$ cat config.mk
export PLATFORM = sky130hd
export DESIGN_NAME = sys_ctrl_burst
export DESIGN_NICKNAME = d
export VERILOG_FILES = /design/src/rtl/sys_ctrl_pkg.sv /design/src/rtl/sys_ctrl_timeout.sv /design/src/rtl/sys_ctrl_burst.sv
export SDC_FILE = /design/constraint.sdc
export NUM_CORES = 1
export LEC_CHECK = 0
export ABC_AREA = 1
export CORE_MARGIN = 1
export CORE_UTILIZATION = 42
export DETAILED_ROUTE_END_ITERATION = 16
export GPL_ROUTABILITY_DRIVEN = 0
export PLACE_DENSITY = 0.75
export SLEW_MARGIN = 20
export SYNTH_ARGS = -nofsm -noshare
export SYNTH_HDL_FRONTEND = slang
export SYNTH_SLANG_ARGS = --single-unit
export TNS_END_PERCENT = 30
$ cat constraint.sdc
create_clock -name CLK -period 4.9 [get_ports CLK]
set_input_delay 0.98 -clock CLK [delete_from_list [all_inputs] [get_ports CLK]]
set_output_delay 0.98 -clock CLK [all_outputs]
set_load 0.005 [all_outputs]
$ cat src/rtl/sys_ctrl_pkg.sv
// sys_ctrl_pkg: command bytes, FSM state encoding and command decode for the UART system controller
package sys_ctrl_pkg;
  localparam logic [7:0] CMD_WR      = 8'hAA;
  localparam logic [7:0] CMD_RD      = 8'hBB;
  localparam logic [7:0] CMD_BRD     = 8'hBC;
  localparam logic [7:0] CMD_ALU_OP  = 8'hCC;
  localparam logic [7:0] CMD_ALU_NOP = 8'hDD;
  typedef enum logic [3:0] {
    IDLE, WR_ADDR, WR_DATA, RD_ADDR, BRD_ADDR, BRD_LEN, RD_WAIT, RD_SEND,
    RD_ISSUE, OP_A, OP_B, ALU_FUNC, ALU_WAIT, ALU_SEND, ERR_SEND
  } state_e;
  function automatic state_e decode_cmd(input logic [7:0] b);
    return b == CMD_WR      ? WR_ADDR  :
           b == CMD_RD      ? RD_ADDR  :
           b == CMD_BRD     ? BRD_ADDR :
           b == CMD_ALU_OP  ? OP_A     :
           b == CMD_ALU_NOP ? ALU_FUNC : ERR_SEND;
  endfunction
endpackage

$ cat src/rtl/sys_ctrl_timeout.sv
// sys_ctrl_timeout: wait-state counter that flags expiry on the TIMEOUT-th cycle of a wait
module sys_ctrl_timeout #(
  parameter int TIMEOUT = 255
) (
  input  logic CLK,
  input  logic RST,
  input  logic clr,
  input  logic en,
  output logic expire
);
  localparam int W = $clog2(TIMEOUT + 1);
  logic [W-1:0] timer;
  always_ff @(posedge CLK or negedge RST)
    if (!RST) timer <= '0;
    else timer <= clr ? '0 : en ? timer + W'(1) : timer;
  assign expire = en && timer == W'(TIMEOUT - 1);
endmodule

$ cat src/rtl/sys_ctrl_burst.sv
// sys_ctrl_burst: UART command decoder driving RF, ALU and TX FIFO with burst reads and back-pressure
module sys_ctrl_burst
  import sys_ctrl_pkg::*;
#(
  parameter int DATA_WIDTH = 8,
  parameter int ADDR = 4,
  parameter int ALU_OUT_WIDTH = 16,
  parameter int OPA_ADDR = 0,
  parameter int OPB_ADDR = 1,
  parameter int TIMEOUT = 255,
  parameter logic [DATA_WIDTH-1:0] ERR_BYTE = 8'hFF
) (
  input  logic                     CLK,
  input  logic                     RST,
  input  logic [DATA_WIDTH-1:0]    RX_P_Data,
  input  logic                     RX_D_VLD,
  input  logic [ALU_OUT_WIDTH-1:0] ALU_OUT,
  input  logic                     Out_Valid,
  input  logic [DATA_WIDTH-1:0]    RdData,
  input  logic                     RdData_Valid,
  input  logic                     FIFO_Full,
  output logic [3:0]               ALU_FUN,
  output logic                     ALU_EN,
  output logic                     CLK_EN,
  output logic [ADDR-1:0]          Address,
  output logic                     WrEn,
  output logic                     RdEn,
  output logic [DATA_WIDTH-1:0]    WrData,
  output logic [DATA_WIDTH-1:0]    TX_P_DATA,
  output logic                     TX_D_VLD,
  output logic                     clk_div_en,
  output logic                     Err_Pulse
);
  localparam int NB = ALU_OUT_WIDTH / DATA_WIDTH;
  localparam int IW = NB > 1 ? $clog2(NB) : 1;
  state_e state;
  logic [ADDR-1:0] addr_reg;
  logic [DATA_WIDTH-1:0] cnt_reg, tx_buf;
  logic [NB-1:0][DATA_WIDTH-1:0] res_reg;
  logic [IW-1:0] byte_idx;
  logic waiting, expire, accept;
  assign waiting = state == RD_WAIT || state == ALU_WAIT;
  assign accept = !FIFO_Full;
  assign clk_div_en = 1'b1;
  sys_ctrl_timeout #(.TIMEOUT(TIMEOUT)) u_timeout (
    .CLK(CLK), .RST(RST), .clr(!waiting), .en(waiting), .expire(expire)
  );
  always_ff @(posedge CLK or negedge RST)
    if (!RST) begin
      state <= IDLE;
      addr_reg <= '0;
      cnt_reg <= '0;
      tx_buf <= '0;
      res_reg <= '0;
      byte_idx <= '0;
    end else
      case (state)
        IDLE:     if (RX_D_VLD) state <= decode_cmd(RX_P_Data[7:0]);
        WR_ADDR:  if (RX_D_VLD) begin
                    addr_reg <= RX_P_Data[ADDR-1:0];
                    state <= WR_DATA;
                  end
        WR_DATA:  if (RX_D_VLD) state <= IDLE;
        RD_ADDR:  if (RX_D_VLD) begin
                    addr_reg <= RX_P_Data[ADDR-1:0];
                    cnt_reg <= '0;
                    state <= RD_WAIT;
                  end
        BRD_ADDR: if (RX_D_VLD) begin
                    addr_reg <= RX_P_Data[ADDR-1:0];
                    state <= BRD_LEN;
                  end
        BRD_LEN:  if (RX_D_VLD) begin
                    cnt_reg <= RX_P_Data == '0 ? '0 : RX_P_Data - DATA_WIDTH'(1);
                    state <= RD_WAIT;
                  end
        RD_WAIT:  if (RdData_Valid) begin
                    tx_buf <= RdData;
                    state <= RD_SEND;
                  end else if (expire) state <= ERR_SEND;
        RD_SEND:  if (accept) begin
                    if (cnt_reg == '0) state <= IDLE;
                    else begin
                      cnt_reg <= cnt_reg - DATA_WIDTH'(1);
                      addr_reg <= addr_reg + ADDR'(1);
                      state <= RD_ISSUE;
                    end
                  end
        RD_ISSUE: state <= RD_WAIT;
        OP_A:     if (RX_D_VLD) state <= OP_B;
        OP_B:     if (RX_D_VLD) state <= ALU_FUNC;
        ALU_FUNC: if (RX_D_VLD) state <= ALU_WAIT;
        ALU_WAIT: if (Out_Valid) begin
                    res_reg <= ALU_OUT;
                    byte_idx <= '0;
                    state <= ALU_SEND;
                  end else if (expire) state <= ERR_SEND;
        ALU_SEND: if (accept) begin
                    byte_idx <= byte_idx + IW'(1);
                    if (byte_idx == IW'(NB - 1)) state <= IDLE;
                  end
        ERR_SEND: if (accept) state <= IDLE;
        default:  state <= IDLE;
      endcase
  // RF/ALU strobes are Mealy on RX_D_VLD so they coincide with the qualifying byte
  always_comb begin
    WrEn = RX_D_VLD && (state == WR_DATA || state == OP_A || state == OP_B);
    RdEn = (RX_D_VLD && (state == RD_ADDR || state == BRD_LEN)) || state == RD_ISSUE;
    ALU_EN = RX_D_VLD && state == ALU_FUNC;
    ALU_FUN = ALU_EN ? RX_P_Data[3:0] : 4'h0;
    CLK_EN = state == ALU_FUNC || state == ALU_WAIT;
    WrData = WrEn ? RX_P_Data : '0;
    Address = !(WrEn || RdEn) ? '0 :
              state == RD_ADDR ? RX_P_Data[ADDR-1:0] :
              state == OP_A    ? ADDR'(OPA_ADDR) :
              state == OP_B    ? ADDR'(OPB_ADDR) : addr_reg;
    TX_D_VLD = accept && (state == RD_SEND || state == ALU_SEND || state == ERR_SEND);
    TX_P_DATA = state == RD_SEND  ? tx_buf :
                state == ALU_SEND ? res_reg[byte_idx] :
                state == ERR_SEND ? ERR_BYTE : '0;
    Err_Pulse = accept && state == ERR_SEND;
  end
endmodule

After elaboration in Yosys (flattened, before gate mapping)
Index checks and enable logic that the tools add are counted.

storage, ports and cells
  flip-flop bits (word level) = 49
  output and inout port bits = 31

cells by class
  add/sub/neg operators = 5
  order comparisons = 1
  equality and inequality tests = 37
  mux-type cells = 47
  reductions and logical operators = 30

operator list
  cell                                                   count
  2-to-1 mux 4 bit                                       27
  2-to-1 mux 8 bit                                       12
  case mux 4 bit (14 select lines)                       1
  equality test 8 bit, second input constant             6
  inequality test 2 bit, second input constant           15
  equality test 4 bit, second input constant             7
  case mux 8 bit (3 select lines)                        1
  equality test 4 x 3 -> 1 bit, second input constant    4
  zero test 8 bit                                        2
  subtractor 8 x 1 -> 8 bit, second input constant       2
  AND reduction 12 bit                                   1
  logical OR 1 bit                                       9
  adder 8 x 1 -> 8 bit, second input constant            1
  equality test 4 x 2 -> 1 bit, second input constant    2
  case mux 4 bit (2 select lines)                        1
  logical AND 1 bit                                      6
  2-to-1 mux 3 bit                                       2
  AND reduction 5 bit                                    1
  adder 4 x 1 -> 4 bit, second input constant            1
  equality test 4 x 1 -> 1 bit, second input constant    1
  zero test 4 bit                                        1
  inequality test 2 x 1 -> 1 bit, second input constant  2
  AND reduction 2 bit                                    2
  AND reduction 4 bit                                    1
  other kinds (10)                                       12

Longest topological paths before layout
  depth in word-level cells = 8
  mapped depth = 12

Modules after synthesis
A second synthesis with hierarchy kept.

second synthesis, totals
  cells, all modules = 468
  area, all modules = 3409.5 µm²

by module, submodules not included
  module            instances  cells an instance  area each (µm²)  seq. area each (µm²)
  sys_ctrl_burst    1          409                2941.6           1026.0
  sys_ctrl_timeout  1          59                 467.9            200.2

Worst setup path after synthesis
Ideal clock, no wire load.

  path kind = in2out
  start = input port RX_D_VLD
  end = output port Address[3]
  arrival = 1.466 ns
  path slack = 2.454 ns
  cell stages on the path = 3
  path through = a21boi_0 -> nand2_1 -> o21a_1

between the ends
  word-level cells in the longest chain between the ends = 4
  elaborated cells between the ends (all ways) = 5
  classes of those cells = mux: 1; reduce/logical: 4

ends and longest elaborated chain
  element               line                   text
  start, declared       sys_ctrl_burst.sv:16   input logic RX_D_VLD,
  logical AND 1 bit     sys_ctrl_burst.sv:108  RdEn = (RX_D_VLD && (state == RD_ADDR || state == BRD_LEN)) || state == RD_ISSUE;
  logical OR 1 bit      sys_ctrl_burst.sv:108
  logical OR 1 bit (*)  sys_ctrl_burst.sv:113  Address = !(WrEn || RdEn) ? '0 :
  2-to-1 mux 4 bit (*)  sys_ctrl_burst.sv:113
  end, declared         sys_ctrl_burst.sv:25   output logic [ADDR-1:0] Address,

Every way passes the cells marked *; elsewhere a longest branch is shown, timed or not.

Final worst setup path
  start = input port RX_D_VLD
  end = output port Address[1]

The elaborated chain is that of the path after synthesis.

==> flow_summary_export.csv <==
group,metric,value,unit
sta,rsz0062_at_grt,"false",
setup_path,startpoint_type,"primary input",
sta,hold_viol_final,0,
grt,antenna_found_initial,0,
pwr,cellPowerDensity,469.8,nW/um^2
sta,slew_headroom,51.98,%
setup_path,cp.arrival,2.71,ns
logic_synthesis,synth.distinct_cells,37,
sta,holdWs,0.4895,ns
grt,grt_use_total,21.26,%
clocking,ctsResizeCount,0,
logic_synthesis,synth_top_area_share,37.11,%
floorplan,start_util,44.37,%
floorplan,die_area,8226,um^2
sta,setup-tns-final,0,ns
setup_path,critPathMaxFanout,11,
floorplan,rows,31,
final_layout,antenna_cells,0,
route,routed_wl,8268,um
route,ant_nets,0,
placed_design,dp_hpwl,6295,um
route,first_pass_iters,5,
hold_path,hold_path_class,"register to register",
clocking,tritoncts,"built",
logic_synthesis,syn_nets,502,
logic_synthesis,yosysMostFrequentCell,"nand2_1",
route,drtIter0Drc,361,
final_layout,nets,570,
clocking,ctsRootBufferMaster,"clkbuf_8",
final_layout,largest_reg_flops,16,
logic_synthesis,synth_edf_count,0,
final_layout,final_core_util,55.70,%
clocking,post_cts_buffers,0,
clocking,cts_buffers,5,
clocking,cts_buffer_depth,2,
run,drv_cap,0,
sta,fin_ws,1.206,ns
pwr,p_leak,2.046,nW
route,avgRoutedWirePerCell,13.27,um
grt,grt_max_degree,50,
logic_synthesis,synth-seq-cells,49,
logic_synthesis,syn_inst,455,
clocking,path_clk_slew,0.09,ns
setup_path,crit_type,"primary input to output port",
grt,grt_pass1_wl,14420,um
logic_synthesis,synthFlopType,"dfrtp_1",
logic_synthesis,synthTopCellsByArea,"dfrtp_1 (37%), nand2_1 (14%), nor2_1 (8.6%)",
grt,grt_pass1_vias,3180,
pwr,max-vdd-ir-drop,0.2083,mV
pwr,total_power,0.001948,W
sta,min_period,3.694,ns
logic_synthesis,synth_seq_area_share,37.11,%
final_layout,syn2layout_area_growth,25.52,%
logic_synthesis,async_flop_share,100.0,%
final_layout,num-fill-cells,697,
placed_design,place_ws,1.058,ns
final_layout,drive_above_1_share,9.160,%
floorplan,ioPinCount,69,
logic_synthesis,syn_area,3304,um^2
logic_synthesis,yosys_warnings,0,
route,viasPerCell,5.242,
clocking,holdBufCountCts,0,
logic_synthesis,syn_avg_cell_area,7.262,um^2
logic_synthesis,synthTopCellsByCount,"nand2_1 (123), nor2_1 (76), inv_1 (52), dfrtp_1 (49), nand3_1 (24)",
sta,timing.fmax,270.7,MHz
status,status,"completed",
setup_path,cp.required,3.92,ns
placed_design,portBuffers,67,
sta,drv_slew,0,
floorplan,die_w,90.70,um
sta,finalSetupViolations,0,
sta,tightest_slew,0.7155,ns
clocking,htreeDepth,2,
clocking,cts.sinks,49,
clocking,insertion_delay,0.31,ns
sta,fin_crit_sh,75.39,%
floorplan,fp.dieH,90.70,um
route,drc,0,
logic_synthesis,yosysTopAreaCell,"dfrtp_1",
setup_path,cp-end-kind,"output port",
floorplan,core,7447,um^2
grt,grt_remaining_overflow,0,
route,num_vias,3266,
sta,finClkSkew,0.007039,ns
[logic make-up (layout without fill, tap and decap cells)]
| kind of cell | Yosys count | count (layout) | synth area share (%) |
|---|---|---|---|
| multiplexers | 24 | 24 | 8.179 |
| AO/OA/AOI/OAI | 53 | 53 | 9.580 |
| adder cells (fa/ha/maj) | 9 | 9 | 3.408 |
| XOR/XNOR | 5 | 5 | 1.325 |
| buffers and inverters | 64 | 133 | 7.951 |
| other | 1 | 1 | 0.1135 |
| flip-flops | 49 | 49 | 37.11 |
| AND/OR/NAND/NOR | 250 | 250 | 32.34 |
[power by group]
part	internal (W)	total, W	leakage [nW]	switching, W
sequential	0.000570	0.000707	0.627	0.000137
clock	0.000104	0.000252	0.0423	0.000148
combinational	0.000420	0.000989	1.38	0.000569
total	0.00109	0.00195	2.05	0.000855
[layout make-up]
cell class | count | area (um^2) | share of cell area (%)
clock inverters | 3 | 26.28 | 0.6335
clock buffers | 5 | 68.82 | 1.659
inverters | 57 | 214.0 | 5.158
well taps | 99 | 123.9 | 2.986
repair buffers | 68 | 673.1 | 16.23
flip-flops and latches | 49 | 1226 | 29.56
multi-input cells | 342 | 1815 | 43.77
[layout by cell type, fill, tap and decap left out, drive strengths merged]
master / synthesis / layout
o22ai: 2 / 2
nor3: 6 / 6
inv: 57 / 58
o31ai: 1 / 1
xnor2: 1 / 1
nand2: 129 / 129
conb: 1 / 1
or2: 1 / 1
mux2: 24 / 24
nor3b: 1 / 1
nand4: 5 / 5
and3: 2 / 2
buf: 6 / 2
a21boi: 1 / 1
xor2: 4 / 4
o21ai: 28 / 28
o21bai: 2 / 2
ha: 9 / 9
nor2: 82 / 82
clkbuf: 1 / 5
a22oi: 1 / 1
clkdlybuf4s50: 0 / 66
clkinvlp: 0 / 2
o21a: 1 / 1
nand3: 24 / 24
o311ai: 8 / 8
a21oi: 9 / 9
dfrtp: 49 / 49
[worst max-delay path, cell delays in order]
cell and delay, ns:
clkdlybuf4s50_1 0.50, o21ai_1 0.44, nand2_1 0.19, nand2_1 0.13, inv_1 0.04, clkdlybuf4s50_1 0.43
[metal layers]
metal | global-route usage (%) | up-vias | part of all wire (%)
li1 | - | 1598 | -
met1 | 27.11 | 1517 | 45
met2 | 35.29 | 134 | 46
met4 | 6.048 | 0 | 1.7
met3 | 5.556 | 17 | 7.8
met5 | 0 | - | 0
[path summary, 6_finish.rpt]
check | endpoint | cells past startpoint | slack [ns] | start
worst max-delay path | Address[1] | 6 | 1.21 | RX_D_VLD
worst min-delay path | u_timeout.timer[0]$_DFF_PN0_ | 1 | 0.49 | u_timeout.timer[0]$_DFF_PN0_
worst max register to register | state[3]$_DFFE_PN0P_ | 10 | 2.90 | state[3]$_DFFE_PN0P_
worst min register to register | u_timeout.timer[0]$_DFF_PN0_ | 1 | 0.49 | u_timeout.timer[0]$_DFF_PN0_
max in group asynchronous | u_timeout.timer[2]$_DFF_PN0_ | 2 | 3.70 | RST
min in group asynchronous | state[1]$_DFFE_PN0P_ | 2 | 0.77 | RST
[per-stage QoR]
stage	instances	instance area, um^2
2_1_floorplan	455	3304
3_3_place_gp	615	4053
3_5_place_dp	615	4053
4_1_cts	623	4148
5_1_grt	623	4148
6_report	623	4148
(Power assumes the default switching activity.)
